==> src/rtl/and_gate_pkg.sv <==
// and_gate_pkg: shared constants for the switch-to-LED block
package and_gate_pkg;
  localparam int DEBOUNCE_LIMIT_DEFAULT = 250000;
  localparam logic LED_RESET_XNOR = 1'b1;
  localparam logic LED_RESET_TOGGLE = 1'b0;
endpackage

==> src/rtl/and_gate_project_debounce_filter.sv <==
// debounce_filter: 2-flop synchronizer followed by a stable-for-N-cycles filter
module debounce_filter
  import and_gate_pkg::*;
#(
  parameter int DEBOUNCE_LIMIT = DEBOUNCE_LIMIT_DEFAULT
) (
  input  logic i_Clk,
  input  logic i_Reset,
  input  logic i_Raw,
  output logic o_Stable
);
  localparam int CW = $clog2(DEBOUNCE_LIMIT) + 1;
  localparam logic [CW-1:0] LAST = CW'(DEBOUNCE_LIMIT - 1);
  logic meta, sync;
  logic [CW-1:0] count;
  always_ff @(posedge i_Clk) begin
    if (i_Reset) begin
      meta <= 1'b0;
      sync <= 1'b0;
      o_Stable <= 1'b0;
      count <= '0;
    end else begin
      meta <= i_Raw;
      sync <= meta;
      if (sync == o_Stable) count <= '0;
      else if (count == LAST) begin
        o_Stable <= sync;
        count <= '0;
      end else count <= count + 1'b1;
    end
  end
endmodule

==> src/rtl/and_gate_project.sv <==
// and_gate_project: switch XNOR to LEDs, raw, debounced and toggle indicator
module and_gate_project
  import and_gate_pkg::*;
#(
  parameter int DEBOUNCE_LIMIT = DEBOUNCE_LIMIT_DEFAULT
) (
  input  logic i_Clk,
  input  logic i_Reset,
  input  logic i_Switch_1,
  input  logic i_Switch_2,
  output logic o_LED_1,
  output logic o_LED_2,
  output logic o_LED_3
);
  logic stable_1, stable_2, xnor_db;
  assign o_LED_1 = ~(i_Switch_1 ^ i_Switch_2);
  debounce_filter #(.DEBOUNCE_LIMIT(DEBOUNCE_LIMIT)) u_db_1 (
    .i_Clk(i_Clk), .i_Reset(i_Reset), .i_Raw(i_Switch_1), .o_Stable(stable_1)
  );
  debounce_filter #(.DEBOUNCE_LIMIT(DEBOUNCE_LIMIT)) u_db_2 (
    .i_Clk(i_Clk), .i_Reset(i_Reset), .i_Raw(i_Switch_2), .o_Stable(stable_2)
  );
  assign xnor_db = ~(stable_1 ^ stable_2);
  // o_LED_2 is exactly the previous xnor_db, so it doubles as the rise detector
  always_ff @(posedge i_Clk) begin
    if (i_Reset) begin
      o_LED_2 <= LED_RESET_XNOR;
      o_LED_3 <= LED_RESET_TOGGLE;
    end else begin
      o_LED_2 <= xnor_db;
      o_LED_3 <= o_LED_3 ^ (xnor_db & ~o_LED_2);
    end
  end
endmodule

==> config.mk <==
export PLATFORM = sky130hd
export DESIGN_NAME = and_gate_project
export DESIGN_NICKNAME = d
export VERILOG_FILES = /design/src/rtl/and_gate_pkg.sv /design/src/rtl/and_gate_project_debounce_filter.sv /design/src/rtl/and_gate_project.sv
export SDC_FILE = /design/constraint.sdc
export NUM_CORES = 1
export LEC_CHECK = 0
export CAP_MARGIN = 40
export CORE_ASPECT_RATIO = 1.25
export CORE_MARGIN = 2
export CORE_UTILIZATION = 30
export CTS_BUF_LIST = sky130_fd_sc_hd__clkbuf_4
export DETAILED_ROUTE_END_ITERATION = 10
export SYNTH_ARGS = -nofsm -noshare
export SYNTH_HDL_FRONTEND = slang
export SYNTH_SLANG_ARGS = --single-unit
==> constraint.sdc <==
create_clock -name i_Clk -period 1.85 [get_ports i_Clk]
set_input_delay 0.2775 -clock i_Clk [delete_from_list [all_inputs] [get_ports i_Clk]]
set_output_delay 0.2775 -clock i_Clk [all_outputs]
set_load 0.02 [all_outputs]
# --- After elaboration in Yosys (flattened, before gate mapping) ---
# Cells that the tools add are included.
word_totals:
  register_bits: 46
  input_bits: 4
  out_inout_bits: 3
classes:
  add_sub_neg: 2
  eq_ne: 4
  bitwise_logic: 9
  n_reduce_logical: 4
op_table:
  columns: ["operator", "count"]
  rows:
  - ["$add A19 B1 Y19 const B", 2]
  - ["$eq A19 B18 Y1 const B", 2]
  - ["$reduce_or A3 Y1", 2]
  - ["$not A1 Y1", 5]
  - ["$reduce_and A2 Y1", 2]
  - ["$xor A1 B1 Y1", 3]
  - ["$eq A1 B1 Y1", 2]
  - ["$and A1 B1 Y1", 1]

# --- Logic depth before layout (Yosys ltp) ---
logic_depth:
  word_depth: 4
  depth_mapped: 6
  mapped_depth_nobuf: 5

# --- Cells and area by module ---
# Synthesis repeated with hierarchy kept, for this count alone.
hier_totals:
  hier_cells: 221
  hier_area_um2: 2008.2
by_module_without_submodules:
  columns: ["module", "instances", "cells_each", "area_per_inst_um2", "seq_area_each_um2"]
  rows:
  - ["debounce_filter at u_db_2", 1, 107, 969.7, 440.4]
  - ["debounce_filter at u_db_1", 1, 106, 957.2, 440.4]
  - ["and_gate_project", 1, 8, 81.3, 40.0]

# --- Worst setup path before layout ---
# OpenSTA, ideal clock, no wires.
synth_timing:
  path_type: "reg-to-reg"
  startpoint: "register u_db_2.count[0]"
  endpoint: "register u_db_2.count[15]"
  t_arrival_ns: 1.701
  required_time_ns: 1.735
  slack_ns: 0.034
  stages_incl_launch_ff: 7
  path_buffers: 1
  synth_period_minus_slack_ns: 1.816
  cell_sequence: "dfxtp_1 > ha_1 > nand3_2 > or3_1 > o21ai_2 > buf_4 > nor2_1"
synth_between:
  elab_chain_cells: 2
  word_cells_on_any_way: 3
  classes_between: "add/sub (1); eq/ne (1); reduce/logical (1)"
synth_rtl:
  columns: ["item", "line_no", "source"]
  rows:
  - ["start: declaration", "and_gate_project_debounce_filter.sv:15", "logic [CW-1:0] count;"]
  - ["start signal: assignment", "and_gate_project_debounce_filter.sv:29", "end else count <= count + 1'b1;"]
  - ["parallel branches: the longest is 2 deep, another holds $add A19 B1 Y19", null, null]
# Parallel ways; which one is timed is not known.
# A chain may end at the register's enable or synchronous reset.

# --- Worst setup path in the final report ---
layout_timing:
  startpoint: "input i_Switch_2"
  endpoint: "output o_LED_1"
layout_between:
  elab_chain_cells: 2
layout_rtl:
  columns: ["item", "line_no", "source"]
  rows:
  - ["start: declaration", "and_gate_project.sv:10", "input logic i_Switch_2,"]
  - ["$xor A1 B1 Y1", "and_gate_project.sv:16", "assign o_LED_1 = ~(i_Switch_1 ^ i_Switch_2);"]
  - ["$not A1 Y1", "and_gate_project.sv:16", null]
  - ["end: declaration", "and_gate_project.sv:11", "output logic o_LED_1,"]
# Every way passes these cells.

==> run metrics <==
share of the synthesized area in the top cell type 0.457; CTS Root Cell clkbuf_4; commonest non-fill, non-tap cell in the layout dfxtp_1; fmax around 560 MHz; Die Y about 96 um; GP Congestion ~0.74; Worst Setup Path Type in -> out; dominant cells by area after synthesis dfxtp_1, xnor2_1, nor2_1, nor4_1, nand3_1; GR Util All Layers 0.105; CP Launch Point i_Switch_2; Synth Area in Adders 0.0124; register bit total from synthesis 46; hold_sp u_db_2.meta; final setup fails 0; Cells after Synth approximately 220; pins over their slew limit 0; top_reg_cell synth dfxtp_1; CP delay by family, top buffers and inverters; Slew headroom 0.741; clk_lat worst skew between 300 and 400 ps; Cell Area, Synth just over 0.002 mm^2; initial antenna violation count 0; Setup crit start kind primary input; IO Pins 7; Core Util, Final 0.357; largest family of logic cells by synthesized area simple AND/OR/NAND/NOR gates; DR DRC count 0; endpoints failing hold 0; Nets approximately 250; min cycle time layout 1790 ps; Seq/Total Area, Yosys 0.457; post-route ant nets 0; wire per inst about 10 um; Die Area ~0.0074 mm^2; crit path DAT between 1500 and 2000 ps; max-cap viol count 0; remaining global-route overflow 0; CTS tree done; commonest non-fill, non-tap cells in the layout dfxtp_1, nor2_1, xnor2_1, buf_4; initial core utilization 0.309; Layout area overhead 15.8%; total placed cells including tap cells about 320; design area roughly 0.0023 mm^2; post-synthesis xor/xnor area fraction 0.139; crit-path max cell delay approximately 620 ps; ANT cells 0; DR vias around 1.5k; # fillers between 700 and 800; Async SR Flop Fraction 0; Avg Inst Size Synth about 9 um^2; outcome finished, final reports clean; Rows 33; clk_skew roughly 11 ps; worst path buffer plus inverter count 2; drt total wl between 3000 and 4000 um; HPWL Detailed approximately 2500 um; crit path max-delay cell type clkdlybuf4s50_1; H-tree depth 2; Crit Path Max Fanout 2; Num CTS Buffers 5; critical path endpoint category primary output; hold_ws 448 ps; hold crit path type reg -> reg; Pleak 0.680 nW; period utilisation layout 0.966; pwr dens between 600 and 700 mW/mm^2; synth warn 0; 1st-iter DRT viols 85; worst flop-to-flop path startpoint u_db_1.count[0]; Most Frequent Cell on Critical Path clkdlybuf4s50_1; Critical Path RT between 1500 and 2000 ps; post-DR vias/cell roughly 4.5; largest net degree at the start of global routing 20; Port Buf Inserts 6; core area 0.00652 mm^2; Die Width approximately 77 um; CTS sink cnt 46; share of cells above drive strength 1 0.134; number of flops mapped to enable cells by yosys 0; Mapped Nets roughly 230; vias in the first global route between 1k and 1.5k; cell chain of the critical path clkdlybuf4s50_1 -> xnor2_1 -> clkdlybuf4s50_1; multiplexer area fraction after synthesis 0.00497; post-synthesis compound-gate area fraction 0.0509; post-placement cell area roughly 0.0023 mm^2; Netlist cell types 35; CTS max path bufs 2; first-pass GRT wire length about 6300 um; Fin Setup TNS 0 ps; Simple-Gate Fraction of Synth Area 0.306; cell taking the most area after synthesis dfxtp_1; Initial DRT Pass Iterations 4; worst vdd ir 0.000239 V; Slew @ Worst Pin between 300 and 400 ps; Worst-path clk slew 120 ps; Layout Cells excl Fill around 330
cell families (layout without fill, tap and decap cells):
group           count (synthesis)  in the layout
compound gates                 18             18
xor+xnor                       32             32
fa+ha+maj                       2              2
buf+inv                        14             37
flops                          46             46
mux                             1              1
simple gates                  110            110
repair_timing:
item | CTS | global route
hold buffers | 0 | 0
resized for setup | 0 | 4
endpoints found under the setup margin | 0 | 3
setup buffers | 0 | 1
flip-flops by register name, indices dropped and copies added (netlist names):
| signal | flops |
|---|---|
| u_db_2.count | 19 |
| o_LED_3 | 1 |
| u_db_2.sync | 1 |
| u_db_1.sync | 1 |
| u_db_1.o_Stable | 1 |
| u_db_1.meta | 1 |
| o_LED_2 | 1 |
| u_db_1.count | 19 |
| u_db_2.o_Stable | 1 |
| u_db_2.meta | 1 |
layer usage:
| metal | vias to the layer above | track usage | part of all wire |
|---|---|---|---|
| li1 | 809 | - | - |
| met1 | 696 | 0.128 | 0.47 |
| met2 | 5 | 0.178 | 0.51 |
| met3 | 2 | 0.0256 | 0.018 |
| met4 | 0 | 0.0402 | 0.0049 |
| met5 | - | 0 | 0 |
cell usage after synthesis, drive strengths merged (3+ instances only):
master	count
a21oi	6
o21ai	9
nor3	10
nor2	39
nor2b	5
dfxtp	46
or4	3
xnor2	27
inv	10
nor4b	3
or3	6
buf	3
nand4	7
xor2	5
nand3	13
nor4	10
nand2	8
metrics by stage:
stage	total power [mW]	worst slack [ps]
finish	1.49	63.3
global route	1.56	-11.3
CTS	1.52	18.1
detailed placement	1.06	59.2
global placement	1.06	74.7
floorplan	1.04	34.3
report_power, final:
part / internal, mW / leakage, nW / switching (mW)
Combinational: 0.0210 / 0.278 / 0.0183
Sequential: 0.996 / 0.373 / 0.00290
Clock: 0.142 / 0.0286 / 0.306
Total: 1.16 / 0.680 / 0.328
area by class of cell:
type                       count  area, um^2  area share
timing repair buffer          19         170      0.0730
multi-input combinational    163        1040       0.445
tap                           87         109      0.0467
clock inverter                 3        16.3     0.00697
sequential                    46         925       0.396
inverter                      10        37.5      0.0161
clock buffer                   5        37.5      0.0161
final timing paths:
check                     end  slack (ps)  cells after the start
max                   o_LED_1          60                      3
min reg2reg       u_db_2.sync         450                      1
min               u_db_2.sync         450                      1
max reg2reg  u_db_1.count[18]         120                      5
Note: power is estimated with default switching activity, not from simulation.
